[config.mk]
export PLATFORM = sky130hd
export DESIGN_NAME = cpu_control_unit
export DESIGN_NICKNAME = d
export VERILOG_FILES = /design/src/rtl/cpu_control_unit.sv
export SDC_FILE = /design/constraint.sdc
export NUM_CORES = 1
export LEC_CHECK = 0
export CAP_MARGIN = 40
export CORE_AREA = 8 8 115 117
export CTS_BUF_LIST = sky130_fd_sc_hd__clkbuf_8
export DETAILED_ROUTE_END_ITERATION = 6
export DIE_AREA = 0 0 123 125
export DONT_BUFFER_PORTS = 1
export PLACE_DENSITY_LB_ADDON = 0.25
export SETUP_SLACK_MARGIN = 0.4
export SKIP_LAST_GASP = 1
export SLEW_MARGIN = 25
export SYNTH_ARGS = -nofsm -noshare
export SYNTH_HDL_FRONTEND = slang
export SYNTH_SLANG_ARGS = --single-unit
[constraint.sdc]
create_clock -name clk_i -period 1.63 [get_ports clk_i]
set_input_delay 0.2445 -clock clk_i [delete_from_list [all_inputs] [get_ports clk_i]]
set_output_delay 0.2445 -clock clk_i [all_outputs]
set_load 0.005 [all_outputs]
[src/rtl/cpu_control_unit.sv]
// cpu_control_unit: multi-cycle fetch/decode/execute sequencer for the 8-bit CPU.
// Owns the PC, instruction register, a 4x8 register file and the zero/carry
// flags, and is the sole master of the shared combinational ALU select lines.
// All outputs except dbg_data_o come straight from registers.
module cpu_control_unit #(
  parameter logic [7:0] RESET_PC = 8'h00
) (
  input  logic        clk_i,
  input  logic        reset_i,
  input  logic        start_i,
  output logic [7:0]  pc_o,
  input  logic [15:0] instr_i,
  output logic [7:0]  alu_a_o,
  output logic [7:0]  alu_b_o,
  output logic [2:0]  alu_sel_o,
  input  logic [7:0]  alu_result_i,
  input  logic        alu_carry_i,
  output logic        busy_o,
  output logic        halted_o,
  output logic        wb_valid_o,
  output logic [7:0]  wb_data_o,
  input  logic [1:0]  dbg_sel_i,
  output logic [7:0]  dbg_data_o,
  output logic        zero_flag_o,
  output logic        carry_flag_o
);

  typedef enum logic [2:0] {
    S_IDLE      = 3'd0,
    S_FETCH     = 3'd1,
    S_DECODE    = 3'd2,
    S_EXECUTE   = 3'd3,
    S_WRITEBACK = 3'd4,
    S_HALTED    = 3'd5
  } state_e;

  localparam logic [1:0] CLS_ALU = 2'b00;
  localparam logic [1:0] CLS_LDI = 2'b01;
  localparam logic [1:0] CLS_BRZ = 2'b10;
  localparam logic [2:0] OP_COMP = 3'b111;

  state_e      state_q, state_d;
  logic [7:0]  pc_q, pc_d;
  logic [15:0] ir_q, ir_d;
  logic [7:0]  regs_q [4];
  logic [7:0]  regs_d [4];
  logic        zero_q, zero_d;
  logic        carry_q, carry_d;
  logic [7:0]  alu_a_q, alu_a_d;
  logic [7:0]  alu_b_q, alu_b_d;
  logic [2:0]  alu_sel_q, alu_sel_d;
  logic        busy_q, busy_d;
  logic        halted_q, halted_d;
  logic        wb_valid_q, wb_valid_d;
  logic [7:0]  wb_data_q, wb_data_d;

  // State register; reset returns the sequencer to IDLE.
  always_ff @(posedge clk_i) begin
    if (reset_i) begin
      state_q <= S_IDLE;
    end else begin
      state_q <= state_d;
    end
  end

  // Next-state and next-value logic for every register. Output-style
  // registers (ALU drive, busy, halted, wb_*) are computed from the state
  // being entered so they are valid for the whole cycle of that state.
  always_comb begin
    state_d    = state_q;
    pc_d       = pc_q;
    ir_d       = ir_q;
    regs_d     = regs_q;
    zero_d     = zero_q;
    carry_d    = carry_q;
    alu_a_d    = 8'h00;
    alu_b_d    = 8'h00;
    alu_sel_d  = 3'b000;
    wb_valid_d = 1'b0;
    wb_data_d  = wb_data_q;

    case (state_q)
      S_IDLE: begin
        if (start_i) begin
          state_d = S_FETCH;
        end else begin
          state_d = S_IDLE;
        end
      end

      S_FETCH: begin
        state_d = S_DECODE;
      end

      S_DECODE: begin
        // instr_i is valid now; operands are read from instr_i directly so
        // the ALU drive is in place for the first EXECUTE cycle.
        ir_d = instr_i;
        case (instr_i[15:14])
          CLS_ALU: begin
            state_d   = S_EXECUTE;
            alu_a_d   = regs_q[instr_i[8:7]];
            alu_b_d   = regs_q[instr_i[6:5]];
            alu_sel_d = instr_i[13:11];
          end
          CLS_LDI: begin
            state_d    = S_WRITEBACK;
            wb_valid_d = 1'b1;
            wb_data_d  = instr_i[7:0];
          end
          CLS_BRZ: begin
            state_d = S_WRITEBACK;
          end
          default: begin
            state_d = S_HALTED;
          end
        endcase
      end

      S_EXECUTE: begin
        // Hold the ALU drive into WRITEBACK; the announced write value is the
        // ALU result for these held operands.
        state_d   = S_WRITEBACK;
        alu_a_d   = alu_a_q;
        alu_b_d   = alu_b_q;
        alu_sel_d = alu_sel_q;
        if (ir_q[13:11] != OP_COMP) begin
          wb_valid_d = 1'b1;
          wb_data_d  = alu_result_i;
        end else begin
          wb_valid_d = 1'b0;
        end
      end

      S_WRITEBACK: begin
        state_d = S_FETCH;
        pc_d    = pc_q + 8'h01;
        case (ir_q[15:14])
          CLS_ALU: begin
            zero_d  = (alu_result_i == 8'h00);
            carry_d = alu_carry_i;
            if (ir_q[13:11] != OP_COMP) begin
              regs_d[ir_q[10:9]] = alu_result_i;
            end else begin
              regs_d = regs_q;
            end
          end
          CLS_LDI: begin
            regs_d[ir_q[10:9]] = ir_q[7:0];
          end
          CLS_BRZ: begin
            // The flag seen here already includes any preceding comp.
            if (zero_q) begin
              pc_d = ir_q[7:0];
            end else begin
              pc_d = pc_q + 8'h01;
            end
          end
          default: begin
            pc_d = pc_q + 8'h01;
          end
        endcase
      end

      S_HALTED: begin
        if (start_i) begin
          state_d = S_FETCH;
          pc_d    = RESET_PC;
          zero_d  = 1'b0;
          carry_d = 1'b0;
        end else begin
          state_d = S_HALTED;
        end
      end

      default: begin
        state_d = S_IDLE;
      end
    endcase

    busy_d   = (state_d == S_FETCH) || (state_d == S_DECODE) ||
               (state_d == S_EXECUTE) || (state_d == S_WRITEBACK);
    halted_d = (state_d == S_HALTED);
  end

  // Datapath and output registers; reset discards any in-flight write.
  always_ff @(posedge clk_i) begin
    if (reset_i) begin
      pc_q       <= RESET_PC;
      ir_q       <= 16'h0000;
      for (int i = 0; i < 4; i++) begin
        regs_q[i] <= 8'h00;
      end
      zero_q     <= 1'b0;
      carry_q    <= 1'b0;
      alu_a_q    <= 8'h00;
      alu_b_q    <= 8'h00;
      alu_sel_q  <= 3'b000;
      busy_q     <= 1'b0;
      halted_q   <= 1'b0;
      wb_valid_q <= 1'b0;
      wb_data_q  <= 8'h00;
    end else begin
      pc_q       <= pc_d;
      ir_q       <= ir_d;
      for (int i = 0; i < 4; i++) begin
        regs_q[i] <= regs_d[i];
      end
      zero_q     <= zero_d;
      carry_q    <= carry_d;
      alu_a_q    <= alu_a_d;
      alu_b_q    <= alu_b_d;
      alu_sel_q  <= alu_sel_d;
      busy_q     <= busy_d;
      halted_q   <= halted_d;
      wb_valid_q <= wb_valid_d;
      wb_data_q  <= wb_data_d;
    end
  end

  assign pc_o         = pc_q;
  assign alu_a_o      = alu_a_q;
  assign alu_b_o      = alu_b_q;
  assign alu_sel_o    = alu_sel_q;
  assign busy_o       = busy_q;
  assign halted_o     = halted_q;
  assign wb_valid_o   = wb_valid_q;
  assign wb_data_o    = wb_data_q;
  assign zero_flag_o  = zero_q;
  assign carry_flag_o = carry_q;
  assign dbg_data_o   = regs_q[dbg_sel_i];

endmodule

Word-level counts from Yosys, hierarchy flattened
Cells that the tools add are included.
{"block": "op_classes", "add_sub_neg": 1, "n_lt_le_gt_ge": 5, "n_eq_ne": 20, "n_mux": 40, "bitwise": 4, "reduce_logical": 16}
{"cell": "8-bit 2-to-1 mux", "n": 14}
{"cell": "32-bit bitwise mux", "n": 2}
{"cell": "32-bit case mux with 2 select lines", "n": 1}
{"cell": "8-bit case mux with 2 select lines", "n": 4}
{"cell": "8-bit binary-select mux with 2-bit select", "n": 3}
{"cell": "32-bit 2-to-1 mux", "n": 1}
{"cell": "3-bit case mux with 6 select lines", "n": 1}
{"cell": "8-bit demux with 2-bit select", "n": 1}
{"cell": "3-bit by 2-bit equality test with 1-bit output (second input constant)", "n": 4}
{"cell": "3-bit equality test (second input constant)", "n": 4}
{"cell": "3-bit greater-or-equal comparator (second input constant)", "n": 4}
{"cell": "2-bit NOT with 3-bit output", "n": 4}
{"cell": "3-bit case mux with 2 select lines", "n": 2}
{"cell": "3-bit AND reduction", "n": 3}
{"cell": "8-bit by 1-bit adder with 8-bit output (second input constant)", "n": 1}
{"cell": "8-bit logical NOT", "n": 1}
{"cell": "2-bit != test (second input constant)", "n": 4}
{"cell": "3-bit by 1-bit equality test with 1-bit output (second input constant)", "n": 2}
{"cell": "1-bit 2-to-1 mux", "n": 6}
{"cell": "3-bit 2-to-1 mux", "n": 2}
{"cell": "1-bit case mux with 2 select lines", "n": 3}
{"cell": "2-bit nonzero test", "n": 3}
{"cell": "2-bit by 1-bit equality test with 1-bit output (second input constant)", "n": 2}
{"cell": "2-bit equality test (second input constant)", "n": 2}
{"cell": "other kinds (9)", "n": 12}
{"block": "totals", "register_bits": 91, "inputBits": 30, "elab_cells": 102}

Longest topological paths before layout
Gate-level depths: netlist (run 1).
{"block": "logic_depth", "ltp_word": 8, "ltp_mapped": 8}

Worst setup path before layout (run 1)
OpenSTA, ideal clock, no wires.
{"block": "synth_path", "path_type": "register to register", "from": "register state_q[0]", "to": "register regs_q[0] (netlist bit)", "arrival_time_ps": 1486, "setup_slack_ps": 20, "path_stages_with_launch": 7, "path_buffers": 2, "cell_sequence": "dfxtp_1 > buf_6 > nor3b_4 > o211a_4 > and3_1 > buf_4 > mux2_1"}
{"block": "synth_between", "elab_chain_cells": 2}
{"item": "from (decl)", "line_no": "42", "rtl": "state_e state_q, state_d;"}
{"item": "from (signal assigned)", "line_no": "62", "rtl": "state_q <= state_d;"}
{"item": "3-bit equality test", "line_no": "82", "rtl": "case (state_q)"}
{"item": "3-bit AND reduction (no line)"}
{"item": "to (signal, indexed assignment)", "line_no": "207", "rtl": "regs_q[i] <= regs_d[i];"}
{"item": "to (decl)", "line_no": "45", "rtl": "logic [7:0] regs_q [4];"}
Every way passes these cells.
A chain may end at the register's enable or synchronous reset.

Worst setup path in the final report (run 1)
{"block": "layout_path", "from": "register state_q[0]", "to": "register pc_q[7], in the netlist pc_o[7]"}
{"block": "layout_between", "elab_chain_cells": 3, "word_cells_on_any_way": 6}
{"item": "3-bit equality test", "line_no": "82"}
{"item": "2-bit != test (no line) or 2-bit nonzero test (tied branches)"}
{"item": "2-bit AND reduction (no line)"}
{"item": "to (signal assigned)", "line_no": "204", "rtl": "pc_q <= pc_d;"}
{"item": "to (decl)", "line_no": "43", "rtl": "logic [7:0] pc_q, pc_d;"}
Several ways; a longest one is shown, not always the timed one.

==> results of run 1 <==
==> power by group through the flow <==
stage,clock (uW),combinational [uW],sequential [uW]
3_3_place_gp,0,298,2320
5_1_grt,1640,515,2290
2_1_floorplan,0,302,2320
4_1_cts,1540,346,2280
3_5_place_dp,0,304,2330
6_report,1510,486,2280
==> state kept, by name (all words and copies together), names as in the netlist <==
name          flops
alu_b_o           8
zero_flag_o       1
pc_o              8
carry_flag_o      1
alu_a_o           8
wb_valid_o        1
busy_o            1
regs_q           32
alu_sel_o         3
state_q           3
ir_q             15
wb_data_o         8
halted_o          1
==> cell families (layout without fill, tap and decap cells) <==
kind of cell	after synthesis	count (layout)	share of synthesized area [%]
AOI/OAI and AO/OA	74	74	11.98
muxes	73	73	23.72
buffers and inverters	44	100	5.037
DFF	90	90	39.86
and+or+nand+nor	160	160	18.30
adders and majority gates	4	4	1.107
==> cell usage after synthesis (all sizes together), types with 2 or more instances <==
cell type,count
inv,11
nand2b,3
dfxtp,90
o31a,3
nor3b,3
buf,23
and3,2
o32ai,3
nor4,3
a211oi,9
mux4,24
clkbuf,10
nor2,42
nor3,5
nand2,42
a22oi,20
and3b,3
mux2,33
nor2b,35
mux2i,16
a21oi,25
ha,4
nand3,11
and2,5
nand3b,2
a31oi,2
o21ai,5
==> placed cells by master (no fill, tap or decap), types with 3 or more instances in the layout <==
master                       n
sky130_fd_sc_hd__nor2_1     29
sky130_fd_sc_hd__nand3_1     7
sky130_fd_sc_hd__buf_12      5
sky130_fd_sc_hd__ha_1        4
sky130_fd_sc_hd__inv_6       3
sky130_fd_sc_hd__dfxtp_2    29
sky130_fd_sc_hd__nand2_1    33
sky130_fd_sc_hd__mux2_4     14
sky130_fd_sc_hd__dfxtp_1    58
sky130_fd_sc_hd__clkbuf_8    9
sky130_fd_sc_hd__nor3_1      3
sky130_fd_sc_hd__buf_4      41
sky130_fd_sc_hd__and3b_2     3
sky130_fd_sc_hd__mux2i_4     6
sky130_fd_sc_hd__o21ai_1     4
sky130_fd_sc_hd__a211oi_2    9
sky130_fd_sc_hd__nor2b_1    34
sky130_fd_sc_hd__mux2i_1    10
sky130_fd_sc_hd__o32ai_2     3
sky130_fd_sc_hd__nand2_2     5
sky130_fd_sc_hd__nand2_4     3
sky130_fd_sc_hd__a22oi_2    19
sky130_fd_sc_hd__a21oi_2    14
sky130_fd_sc_hd__buf_6      21
sky130_fd_sc_hd__nor2_4      3
sky130_fd_sc_hd__clkbuf_16   5
sky130_fd_sc_hd__and2_0      3
sky130_fd_sc_hd__nor2_2     10
sky130_fd_sc_hd__a21oi_1    11
sky130_fd_sc_hd__dfxtp_4     3
sky130_fd_sc_hd__o31a_1      3
sky130_fd_sc_hd__inv_1       9
sky130_fd_sc_hd__mux2_2     19
sky130_fd_sc_hd__mux4_2     24
==> routing by layer <==
metal  track usage [%]  routed length, um  vias up  share of wire [%]
met2             25.76               6851      112                 49
met3             4.905                929       21                6.6
met1             21.37               6020     1880                 43
met5                 0                  0        -                  0
li1                  -                  -     1712                  -
met4             5.174                290        0                2.1
==> per-stage QoR <==
stage          total power [uW]  hold WS (ps)
6_report                   4280        -28.46
5_1_grt                    4445        -87.27
4_1_cts                    4166        -75.44
3_5_place_dp               2631         333.5
3_3_place_gp               2623         333.6
2_1_floorplan              2621         372.9
==> worst reg2reg max path: cells and delay by family, from the launching register on <==
| kind | cells | cell delay (ps) |
|---|---|---|
| flip-flops | 1 | 380 |
| AO/OA/AOI/OAI | 2 | 350 |
| AND/OR/NAND/NOR | 2 | 620 |
| buffers and inverters | 1 | 140 |
==> how the worst max path moves through the flow <==
stage,cells past startpoint,slack [ps],to
2_1_floorplan,6,20,regs_q[0]$_SDFFE_PP0P_
4_1_cts,1,120,dbg_data_o[7]
3_3_place_gp,5,130,regs_q[4]$_SDFFE_PP0P_
5_1_grt,5,40,regs_q[0]$_SDFFE_PP0P_
6_report,5,80,pc_o[7]$_SDFFE_PP0P_
3_5_place_dp,5,90,regs_q[1]$_SDFFE_PP0P_
==> repair_timing <==
action	4_1_cts	5_1_grt
hold endpoints to repair	58	58
setup buffers	21	20
cloned	1	9
resized for setup	67	111
setup endpoints to repair	96	96
pin swaps	7	47
==> cell type report <==
type / instances / area [um2]
clock inverter: 7 / 60.06
tap: 147 / 183.9
inverter: 11 / 48.80
clock buffer: 9 / 123.9
sequential: 90 / 1849
fill: 1011 / 5540
timing repair buffer: 73 / 784.5
multi-input combinational: 311 / 3020
==> results_tabular.tex, run 1 <==
\begin{tabular}{lr}
\hline
Metric & Value \\
\hline
\multicolumn{2}{l}{\textbf{Synthesis}} \\
Mapped cell area & 0.004521 mm2 \\
Top-area cell type share of the netlist area & 39.86\% \\
Post-synthesis net count & 479 \\
Yosys Warn Count & 0 \\
Number of standard cells after synthesis & 445 \\
Flip-flop cell with the highest count after synthesis & sky130\_fd\_sc\_hd\_\_dfxtp\_1 \\
Sequential-to-total area share from yosys stat & 39.86\% \\
Cell variety after synth & 49 \\
Leading area contributor after synthesis & sky130\_fd\_sc\_hd\_\_dfxtp\_1 \\
Count of state elements after synthesis & 90 \\
Avg Inst Size Synth & 10.16 um2 \\
Top cells by area, synth & sky130\_fd\_sc\_hd\_\_dfxtp\_1, sky130\_fd\_sc\_hd\_\_mux4\_2, sky130\_fd\_sc\_hd\_\_mux2\_2 \\
Async set-or-reset flop fraction in the synthesized netlist & 0\% \\
Number of synthesized flops with an enable pin & 0 \\
\multicolumn{2}{l}{\textbf{Clock tree}} \\
Clock tree sinks & 90 \\
Reg clk slew, reported paths & 100 ps \\
Clock tree root buffer cell & sky130\_fd\_sc\_hd\_\_clkbuf\_8 \\
Total number of H-tree levels & 3 \\
TritonCTS clock tree & yes \\
Worst skew pair latency & 380 ps \\
Maximum clock insertion buffer count & 2 \\
CTS buffer count & 9 \\
\multicolumn{2}{l}{\textbf{Setup path}} \\
Biggest cell delay along the critical path & 430 ps \\
Critical path capture point type & flop \\
FF-to-FF setup slack & 80 ps \\
Crit path max-delay family & simple AND/OR/NAND/NOR gates \\
Library cell contributing the largest single delay on the critical path & sky130\_fd\_sc\_hd\_\_or3b\_4 \\
Critical path required time & 1920 ps \\
Number of cells on the worst reg-to-reg path & 5 \\
Critical path data arrival time & 1850 ps \\
Worst reg2reg path endpoint & pc\_o[7]\$\_SDFFE\_PP0P\_ \\
Critical path buffer and inverter count & 1 \\
WS Path Type & flop to flop \\
Cell Chain, Critical Path & buf\_6 > or3b\_4 > nor2\_4 > a21oi\_2 > o32ai\_2 \\
Biggest fanout along the worst timing path & 7 \\
Type of element launching the critical path & flop \\
Source of the critical timing path & state\_q[0]\$\_SDFF\_PP0\_ \\
Origin of the critical flop-to-flop path & state\_q[0]\$\_SDFF\_PP0\_ \\
\multicolumn{2}{l}{\textbf{Place}} \\
HPWL after DPL & 8.656 mm \\
Gp weighted congestion & 0.8560 \\
Port Buffers & 0 \\
Total placed instance area & 0.004795 mm2 \\
Post-Place Setup Slack & 90.75 ps \\
Cell count after placement & 581 \\
\multicolumn{2}{l}{\textbf{Global route}} \\
Maximum number of pins on one net before global-route repair & 100 \\
First-pass GRT wire length & 19.84 mm \\
Number of global-route vias before repair & 3,416 \\
Number of antenna violations at the first check in global routing & 0 \\
GRT Util Overall & 16.52\% \\
Leftover overflow at the end of global routing & 0 \\
\multicolumn{2}{l}{\textbf{Die}} \\
Die Area & 0.01538 mm2 \\
Core footprint & 0.01161 mm2 \\
Count of boundary I/O pins & 78 \\
Site Rows & 40 \\
Chip Height & 125 um \\
Width of the die & 123 um \\
Starting density of the core & 38.93\% \\
\multicolumn{2}{l}{\textbf{Cells and area}} \\
Final Instance Count excl. Fillers & 648 \\
Area grow syn2layout & 34.29\% \\
Post-route standard cell area excluding fillers & 0.006071 mm2 \\
Fraction of final layout cells with drive strength greater than 1 & 55.69\% \\
Layout net count & 530 \\
Final cell utilization of the core & 52.28\% \\
Count of antenna diodes in the layout & 0 \\
\multicolumn{2}{l}{\textbf{Routing}} \\
WL/cell & 21.75 um \\
Vias per Instance & 5.748 \\
Total number of vias & 3,725 \\
Detail Route Antenna Nets & 0 \\
DR pass1 iterations & 4 \\
Final routed DRC violation total & 0 \\
Number of DRC violations after detailed-routing iteration 0 & 256 \\
WL final & 14.09 mm \\
\multicolumn{2}{l}{\textbf{Power}} \\
Clock Power Share & 35.3\% \\
Int Power & 3083 uW \\
Pleak & 0.002268 uW \\
Power dissipated by switching net loads & 1197 uW \\
Power Density & 705.0 mW/mm2 \\
Relative contribution of combinational cells to total power & 11.4\% \\
Share of total power consumed by net switching & 27.97\% \\
Sequential share of power & 53.4\% \\
Peak ir drop on the vdd network & 0.4484 mV \\
\multicolumn{2}{l}{\textbf{STA}} \\
Number of failing hold endpoints at the final stage & 21 \\
Actual slew at the worst max-slew pin & 496.6 ps \\
Slew Limit Headroom & 66.59\% \\
Period utilisation layout & 95.22\% \\
Maximum clock skew at final layout & 8.932 ps \\
Post-Route Hold Slack & -28.46 ps \\
Total negative slack & 0 ps \\
Post-route setup slack & 77.91 ps \\
Max frequency & 644.3 MHz \\
Count of final max-slew check failures & 0 \\
Setup repair after global routing missed its margin & true \\
Clock period minus worst slack & 1552 ps \\
Final count of negative-setup-slack endpoints & 0 \\
\multicolumn{2}{l}{\textbf{Run}} \\
Maxcap violations & 0 \\
\multicolumn{2}{l}{\textbf{Min path}} \\
Class of the tightest hold or removal check & input port to flop \\
Instance count along the most critical hold path & 1 \\
Worst hold path endpoint & alu\_a\_o[5]\$\_SDFFE\_PP0N\_ \\
Startpoint of the most critical hold path & reset\_i \\
\multicolumn{2}{l}{\textbf{Run status}} \\
Status & complete, but fails checks \\
Violated checks & hold timing \\
\hline
\end{tabular}
Note: power is estimated with default switching activity, not from simulation.
==> inputs of run 2 (changes only) <==
==> constraint.sdc (replaced) <==
create_clock -name clk_i -period 1.63 [get_ports clk_i]
set_input_delay 0.2445 -clock clk_i [delete_from_list [all_inputs] [get_ports clk_i]]
set_output_delay 0.2445 -clock clk_i [all_outputs]
set_load 0.01 [all_outputs]
==> results_tabular.tex, run 2 (synthesis results as in run 1) <==
\begin{tabular}{lr}
\hline
Metric & Value \\
\hline
\multicolumn{2}{l}{\textbf{Global route}} \\
Number of antenna violations at the first check in global routing & 0 (unchanged) \\
GRT Util Overall & 17.09\% (was 16.52\%) \\
Leftover overflow at the end of global routing & 0 (unchanged) \\
Maximum number of pins on one net before global-route repair & 100 (unchanged) \\
Number of global-route vias before repair & 3,597 (was 3,416) \\
First-pass GRT wire length & 20.42 mm (was 19.84 mm) \\
\multicolumn{2}{l}{\textbf{Clock tree}} \\
Worst skew pair latency & 370 ps (was 380 ps) \\
Clock tree root buffer cell & sky130\_fd\_sc\_hd\_\_clkbuf\_8 (unchanged) \\
TritonCTS clock tree & yes (unchanged) \\
Maximum clock insertion buffer count & 2 (unchanged) \\
Clock tree sinks & 90 (unchanged) \\
CTS buffer count & 9 (unchanged) \\
Reg clk slew, reported paths & 80 ps (was 100 ps) \\
Total number of H-tree levels & 3 (unchanged) \\
\multicolumn{2}{l}{\textbf{STA}} \\
Clock period minus worst slack & 1572 ps (was 1552 ps) \\
Setup repair after global routing missed its margin & true (unchanged) \\
Slew Limit Headroom & 64.93\% (was 66.59\%) \\
Max frequency & 636.0 MHz (was 644.3 MHz) \\
Maximum clock skew at final layout & 11.56 ps (was 8.932 ps) \\
Period utilisation layout & 96.47\% (was 95.22\%) \\
Final count of negative-setup-slack endpoints & 0 (unchanged) \\
Number of failing hold endpoints at the final stage & 17 (was 21) \\
Post-route setup slack & 57.58 ps (was 77.91 ps) \\
Actual slew at the worst max-slew pin & 521.3 ps (was 496.6 ps) \\
Count of final max-slew check failures & 0 (unchanged) \\
Total negative slack & 0 ps (unchanged) \\
Post-Route Hold Slack & -32.89 ps (was -28.46 ps) \\
\multicolumn{2}{l}{\textbf{Die}} \\
Width of the die & 123 um (unchanged) \\
Chip Height & 125 um (unchanged) \\
Starting density of the core & 38.93\% (unchanged) \\
Count of boundary I/O pins & 78 (unchanged) \\
Die Area & 0.01538 mm2 (unchanged) \\
Core footprint & 0.01161 mm2 (unchanged) \\
Site Rows & 40 (unchanged) \\
\multicolumn{2}{l}{\textbf{Routing}} \\
Final routed DRC violation total & 0 (unchanged) \\
Total number of vias & 3,683 (was 3,725) \\
WL final & 13.76 mm (was 14.09 mm) \\
Vias per Instance & 5.737 (was 5.748) \\
DR pass1 iterations & 4 (unchanged) \\
Detail Route Antenna Nets & 0 (unchanged) \\
Number of DRC violations after detailed-routing iteration 0 & 275 (was 256) \\
WL/cell & 21.43 um (was 21.75 um) \\
\multicolumn{2}{l}{\textbf{Place}} \\
Post-Place Setup Slack & 22.18 ps (was 90.75 ps) \\
Port Buffers & 0 (unchanged) \\
HPWL after DPL & 8.552 mm (was 8.656 mm) \\
Gp weighted congestion & 0.8529 (was 0.8560) \\
\multicolumn{2}{l}{\textbf{Power}} \\
Peak ir drop on the vdd network & 0.4659 mV (was 0.4484 mV) \\
Pleak & 0.002372 uW (was 0.002268 uW) \\
Power Density & 755.8 mW/mm2 (was 705.0 mW/mm2) \\
\multicolumn{2}{l}{\textbf{Run status}} \\
Violated checks & hold timing (unchanged) \\
Status & complete, but fails checks (unchanged) \\
\multicolumn{2}{l}{\textbf{Setup path}} \\
WS Path Type & flop to flop (unchanged) \\
Biggest fanout along the worst timing path & 8 (was 7) \\
Type of element launching the critical path & flop (unchanged) \\
Critical path capture point type & flop (unchanged) \\
Critical path data arrival time & 1830 ps (was 1850 ps) \\
Critical path required time & 1880 ps (was 1920 ps) \\
\multicolumn{2}{l}{\textbf{Cells and area}} \\
Sequential cell area & 0.001853 mm2 (was 0.001849 mm2) \\
Number of fill cells & 1,000 (was 1,011) \\
Area occupied by multi-input gates & 0.003028 mm2 (was 0.003020 mm2) \\
Most frequent standard cell in the layout excluding fill and tap cells & sky130\_fd\_sc\_hd\_\_dfxtp\_1 (unchanged) \\
Register with the most flip-flops & regs\_q (unchanged) \\
Layout net count & 525 (was 530) \\
Registers with the highest flip-flop counts & regs\_q: 32 flops, ir\_q: 15 flops (unchanged) \\
Count of antenna diodes in the layout & 0 (unchanged) \\
Fraction of final layout cells with drive strength greater than 1 & 55.76\% (was 55.69\%) \\
Number of flip-flops in the largest register & 32 (unchanged) \\
Area grow syn2layout & 36.76\% (was 34.29\%) \\
Most frequent cells in the layout & sky130\_fd\_sc\_hd\_\_dfxtp\_1, sky130\_fd\_sc\_hd\_\_buf\_4, sky130\_fd\_sc\_hd\_\_nor2b\_1 (unchanged) \\
\multicolumn{2}{l}{\textbf{Run}} \\
Maxcap violations & 0 (unchanged) \\
\multicolumn{2}{l}{\textbf{Min path}} \\
Class of the tightest hold or removal check & input port to flop (unchanged) \\
\hline
\end{tabular}
run 2: cell count changes in the layout (fill, tap and decap cells not counted), sizes merged:
cell	delta
bufinv	+3
clkinv	-1
clkinvlp	-1
bufbuf	+1
inv	-3
buf	-4
clkbuf	-1
run 2: report_power, final:
| group | internal, uW | total [uW] | switching [uW] |
|---|---|---|---|
| Sequential | 2240 | 2290 | 49.3 |
| Clock | 1050 | 1880 | 824 |
| Combinational | 279 | 510 | 231 |
| Total | 3570 | 4670 | 1100 |
run 2: final timing paths:
check                                 end                   from  slack (ps)  depth (start not counted)
setup reg to reg   regs_q[7]$_SDFFE_PP0P_  state_q[0]$_SDFF_PP0_          60                          5
hold / removal    alu_b_o[0]$_SDFFE_PP0N_                reset_i         -30                          1
setup / recovery   regs_q[7]$_SDFFE_PP0P_  state_q[0]$_SDFF_PP0_          60                          5
hold reg to reg     ir_q[13]$_SDFFE_PP0P_  ir_q[13]$_SDFFE_PP0P_         470                          2
run 2: timing repair:
action / 4_1_cts / 5_1_grt
gates resized for setup: 71 / 104
hold endpoints to repair: 57 / 57
gates cloned: 5 / 4
pin swaps: 20 / 57
buffers inserted: 20 / 17
setup endpoints to repair: 96 / 98
run 2: routing by layer:
metal | wire [um] | vias up | track usage (%)
li1 | - | 1694 | -
met1 | 5703 | 1854 | 22.23
met2 | 6651 | 120 | 26.21
met3 | 1167 | 15 | 5.311
met4 | 235 | 0 | 5.741
met5 | 0 | - | 0
run 2: area by class of cell:
| class | count | share of cell area (%) |
|---|---|---|
| Multi-Input combinational cell | 311 | 48.98 |
| Sequential cell | 90 | 29.97 |
| Timing Repair Buffer | 68 | 13.38 |
| Tap cell | 147 | 2.975 |
| Clock buffer | 10 | 2.226 |
| Clock inverter | 5 | 1.660 |
| Inverter | 11 | 0.8096 |
run 2: per-stage QoR:
| step | hold WS [ps] | cells | util, % | total power, uW | area (um2) |
|---|---|---|---|---|---|
| finish | -32.89 | 642 | 53.24 | 4673 | 6182 |
| global route | -56.11 | 642 | 53.24 | 4841 | 6182 |
| CTS | -62.78 | 621 | 47.86 | 4577 | 5557 |
| detailed placement | 334.6 | 581 | 41.30 | 2637 | 4796 |
| global placement | 330.1 | 581 | 41.30 | 2629 | 4796 |
| floorplan | 372.9 | 445 | - | 2628 | 4666 |
run 2: critical path: stages, from the launching register on:
cell                      delay, ps
sky130_fd_sc_hd__dfxtp_4        370
sky130_fd_sc_hd__nor3b_4        260
sky130_fd_sc_hd__o211a_4        210
sky130_fd_sc_hd__and3_4         190
sky130_fd_sc_hd__buf_12         140
sky130_fd_sc_hd__mux2_4         300
==> inputs of run 3 (changes only) <==
ABC_AREA = 1   (was unset)
CORE_AREA = 8 8 117 119   (was 8 8 115 117)
DIE_AREA = 0 0 125 127   (was 0 0 123 125)
MAX_ROUTING_LAYER = met4   (was unset)
==> results_tabular.tex, run 3 <==
\begin{tabular}{lr}
\hline
Metric & Value \\
\hline
\multicolumn{2}{l}{\textbf{Run status}} \\
Status & completed (was complete, but fails checks) \\
\multicolumn{2}{l}{\textbf{Routing}} \\
Vias per Instance & 5.512 (was 5.737) \\
Total number of vias & 5,303 (was 3,683) \\
Detail Route Antenna Nets & 0 (unchanged) \\
WL final & 16.73 mm (was 13.76 mm) \\
Final routed DRC violation total & 0 (unchanged) \\
DR pass1 iterations & 5 (was 4) \\
Number of DRC violations after detailed-routing iteration 0 & 436 (was 275) \\
WL/cell & 17.39 um (was 21.43 um) \\
\multicolumn{2}{l}{\textbf{STA}} \\
Total negative slack & 0 ps (unchanged) \\
Maximum clock skew at final layout & 14.82 ps (was 11.56 ps) \\
Max frequency & 662.5 MHz (was 636.0 MHz) \\
Period utilisation layout & 92.61\% (was 96.47\%) \\
Number of failing hold endpoints at the final stage & 0 (was 17) \\
Final count of negative-setup-slack endpoints & 0 (unchanged) \\
Post-Route Hold Slack & 15.48 ps (was -32.89 ps) \\
Clock period minus worst slack & 1510 ps (was 1572 ps) \\
Actual slew at the worst max-slew pin & 522.2 ps (was 521.3 ps) \\
Count of final max-slew check failures & 0 (unchanged) \\
Slew Limit Headroom & 65.18\% (was 64.93\%) \\
Setup repair after global routing missed its margin & true (unchanged) \\
\multicolumn{2}{l}{\textbf{Synthesis}} \\
Async set-or-reset flop fraction in the synthesized netlist & 0\% (unchanged) \\
Most numerous cell in the Yosys netlist & sky130\_fd\_sc\_hd\_\_nand2\_1 (was sky130\_fd\_sc\_hd\_\_dfxtp\_1) \\
Yosys Warn Count & 0 (unchanged) \\
Sequential-to-total area share from yosys stat & 37.98\% (was 39.86\%) \\
Cell variety after synth & 24 (was 49) \\
Top-area cell type share of the netlist area & 37.98\% (was 39.86\%) \\
Post-synthesis net count & 787 (was 479) \\
Flip-flop cell with the highest count after synthesis & sky130\_fd\_sc\_hd\_\_dfxtp\_1 (unchanged) \\
Avg Inst Size Synth & 6.299 um2 (was 10.16 um2) \\
Synth cell count leaders & sky130\_fd\_sc\_hd\_\_nand2\_1, sky130\_fd\_sc\_hd\_\_a21oi\_1, sky130\_fd\_sc\_hd\_\_inv\_1, sky130\_fd\_sc\_hd\_\_dfxtp\_1, sky130\_fd\_sc\_hd\_\_nor2\_1 (was sky130\_fd\_sc\_hd\_\_dfxtp\_1, sky130\_fd\_sc\_hd\_\_nand2\_1, sky130\_fd\_sc\_hd\_\_nor2\_1, sky130\_fd\_sc\_hd\_\_nor2b\_1) \\
Count of state elements after synthesis & 90 (unchanged) \\
Leading area contributor after synthesis & sky130\_fd\_sc\_hd\_\_dfxtp\_1 (unchanged) \\
Top cells by area, synth & sky130\_fd\_sc\_hd\_\_dfxtp\_1, sky130\_fd\_sc\_hd\_\_nand2\_1, sky130\_fd\_sc\_hd\_\_a21oi\_1 (was sky130\_fd\_sc\_hd\_\_dfxtp\_1, sky130\_fd\_sc\_hd\_\_mux4\_2, sky130\_fd\_sc\_hd\_\_mux2\_2) \\
Mapped cell area & 0.004743 mm2 (was 0.004521 mm2) \\
Number of standard cells after synthesis & 753 (was 445) \\
Number of synthesized flops with an enable pin & 0 (unchanged) \\
\multicolumn{2}{l}{\textbf{Setup path}} \\
Type of element launching the critical path & flop (unchanged) \\
WS Path Type & flop to primary output (was flop to flop) \\
Biggest fanout along the worst timing path & 2 (was 8) \\
Critical path required time & 1390 ps (was 1880 ps) \\
Critical path data arrival time & 1270 ps (was 1830 ps) \\
Source of the critical timing path & regs\_q[23]\$\_SDFFE\_PP0P\_ (was state\_q[0]\$\_SDFF\_PP0\_) \\
Critical path capture point type & primary output (was flop) \\
Origin of the critical flop-to-flop path & ir\_q[11]\$\_SDFFE\_PP0P\_ (was state\_q[0]\$\_SDFF\_PP0\_) \\
\multicolumn{2}{l}{\textbf{Cells and area}} \\
Layout net count & 845 (was 525) \\
Post-route standard cell area excluding fillers & 0.006685 mm2 (was 0.006182 mm2) \\
Most frequent cells in the layout & sky130\_fd\_sc\_hd\_\_nand2\_1, sky130\_fd\_sc\_hd\_\_inv\_1, sky130\_fd\_sc\_hd\_\_a21oi\_1, sky130\_fd\_sc\_hd\_\_dfxtp\_1, sky130\_fd\_sc\_hd\_\_nor2\_1 (was sky130\_fd\_sc\_hd\_\_dfxtp\_1, sky130\_fd\_sc\_hd\_\_buf\_4, sky130\_fd\_sc\_hd\_\_nor2b\_1) \\
Fraction of final layout cells with drive strength greater than 1 & 34.23\% (was 55.76\%) \\
Area occupied by multi-input gates & 0.003137 mm2 (was 0.003028 mm2) \\
Register with the most flip-flops & regs\_q (unchanged) \\
Registers with the highest flip-flop counts & regs\_q: 32 flops, ir\_q: 15 flops (unchanged) \\
Number of flip-flops in the largest register & 32 (unchanged) \\
Most frequent standard cell in the layout excluding fill and tap cells & sky130\_fd\_sc\_hd\_\_nand2\_1 (was sky130\_fd\_sc\_hd\_\_dfxtp\_1) \\
Sequential cell area & 0.001837 mm2 (was 0.001853 mm2) \\
Final cell utilization of the core & 56.60\% (was 53.24\%) \\
Number of fill cells & 1,061 (was 1,000) \\
Count of antenna diodes in the layout & 0 (unchanged) \\
Area grow syn2layout & 40.94\% (was 36.76\%) \\
\multicolumn{2}{l}{\textbf{Clock tree}} \\
Clock tree root buffer cell & sky130\_fd\_sc\_hd\_\_clkbuf\_8 (unchanged) \\
TritonCTS clock tree & yes (unchanged) \\
Maximum clock insertion buffer count & 2 (unchanged) \\
Clock tree sinks & 90 (unchanged) \\
Worst skew pair latency & 380 ps (was 370 ps) \\
CTS buffer count & 9 (unchanged) \\
Reg clk slew, reported paths & 90 ps (was 80 ps) \\
Total number of H-tree levels & 3 (unchanged) \\
\multicolumn{2}{l}{\textbf{Die}} \\
Width of the die & 125 um (was 123 um) \\
Starting density of the core & 40.16\% (was 38.93\%) \\
Die Area & 0.01588 mm2 (was 0.01538 mm2) \\
Count of boundary I/O pins & 78 (unchanged) \\
Site Rows & 40 (unchanged) \\
Core footprint & 0.01181 mm2 (was 0.01161 mm2) \\
Chip Height & 127 um (was 125 um) \\
\multicolumn{2}{l}{\textbf{Min path}} \\
Class of the tightest hold or removal check & input port to flop (unchanged) \\
Startpoint of the most critical hold path & instr\_i[13] (was reset\_i) \\
\multicolumn{2}{l}{\textbf{Power}} \\
Pleak & 0.002816 uW (was 0.002372 uW) \\
Peak ir drop on the vdd network & 0.5748 mV (was 0.4659 mV) \\
Power Density & 685.0 mW/mm2 (was 755.8 mW/mm2) \\
\multicolumn{2}{l}{\textbf{Place}} \\
Gp weighted congestion & 0.9740 (was 0.8529) \\
HPWL after DPL & 10.51 mm (was 8.552 mm) \\
Total placed instance area & 0.004977 mm2 (was 0.004796 mm2) \\
Port Buffers & 0 (unchanged) \\
\multicolumn{2}{l}{\textbf{Global route}} \\
Maximum number of pins on one net before global-route repair & 40 (was 100) \\
Number of global-route vias before repair & 4,944 (was 3,597) \\
GRT Util Overall & 20.10\% (was 17.09\%) \\
Leftover overflow at the end of global routing & 0 (unchanged) \\
First-pass GRT wire length & 25.14 mm (was 20.42 mm) \\
Number of antenna violations at the first check in global routing & 0 (unchanged) \\
\multicolumn{2}{l}{\textbf{Run}} \\
Maxcap violations & 0 (unchanged) \\
\hline
\end{tabular}
## run 3: cell types whose count changed in the layout (fill, tap and decap cells not counted), sizes merged, moves of 33 or more
cell / delta
nand3: +36
nor2: +33
inv: +93
mux2: -33
nand2: +155
o21ai: +80
a21oi: +79
nor2b: -35
## run 3: through the flow
stage	std cells	total power (uW)	worst slack [ps]
detailed placement	890	2868	35.34
global route	962	4758	57.52
finish	962	4579	120.5
floorplan	753	2736	406.8
CTS	939	4419	158.4
global placement	890	2862	68.34
## run 3: critical path: stages (launching register included)
cell	delay, ps
sky130_fd_sc_hd__dfxtp_2	330
sky130_fd_sc_hd__inv_2	40
sky130_fd_sc_hd__o21ai_2	120
sky130_fd_sc_hd__a21oi_2	60
sky130_fd_sc_hd__a21oi_2	190
sky130_fd_sc_hd__buf_4	160
## run 3: what timing repair did
action / in CTS / in global routing
gates cloned: 4 / 5
endpoints found under the hold margin: 36 / 2
pin swaps: 22 / 70
endpoints found under the setup margin: 86 / 92
resized for setup: 120 / 163
hold buffers: 6 / 2
buffers inserted: 24 / 16
## run 3: cell families (layout without fill, tap and decap cells)
| group | Yosys count | after routing | share of synthesized area [%] |
|---|---|---|---|
| adder cells (fa/ha/maj) | 4 | 4 | 1.055 |
| buffers and inverters | 142 | 204 | 11.76 |
| AND/OR/NAND/NOR | 325 | 325 | 28.52 |
| flip-flops | 90 | 90 | 37.98 |
| XOR/XNOR | 1 | 1 | 0.1847 |
| AO/OA/AOI/OAI | 191 | 191 | 20.50 |
## run 3: worst paths after layout
path                                                   to  slack (ps)  cells after the start
worst max-delay path                        dbg_data_o[7]         120                      5
worst min-delay path            alu_sel_o[2]$_SDFFE_PP0N_          20                      2
worst max register to register    regs_q[15]$_SDFFE_PP0P_         220                     10
worst min register to register      ir_q[11]$_SDFFE_PP0P_         480                      2
## run 3: area by class of cell
class,count,area share (%)
Multi-Input combinational cell,521,46.92
Sequential cell,90,27.48
Timing Repair Buffer,78,13.61
Inverter,110,6.625
Tap cell,147,2.751
Clock buffer,11,2.265
Clock inverter,4,0.2807
Timing Repair inverter,1,0.07486
## run 3: routing by layer
layer  vias to the layer above  global-route usage [%]  routed length (um)
met1                      2501                   23.22                6582
met4                         0                   9.169                 543
met5                         -                       -                   0
li1                       2522                       -                   -
met3                        43                   5.408                1574
met2                       237                   32.28                8027
## run 3: power breakdown
group / internal (uW) / switching (uW) / total (uW)
Combinational: 320 / 523 / 843
Sequential: 2250 / 69.8 / 2320
Clock: 617 / 798 / 1410
Total: 3190 / 1390 / 4580
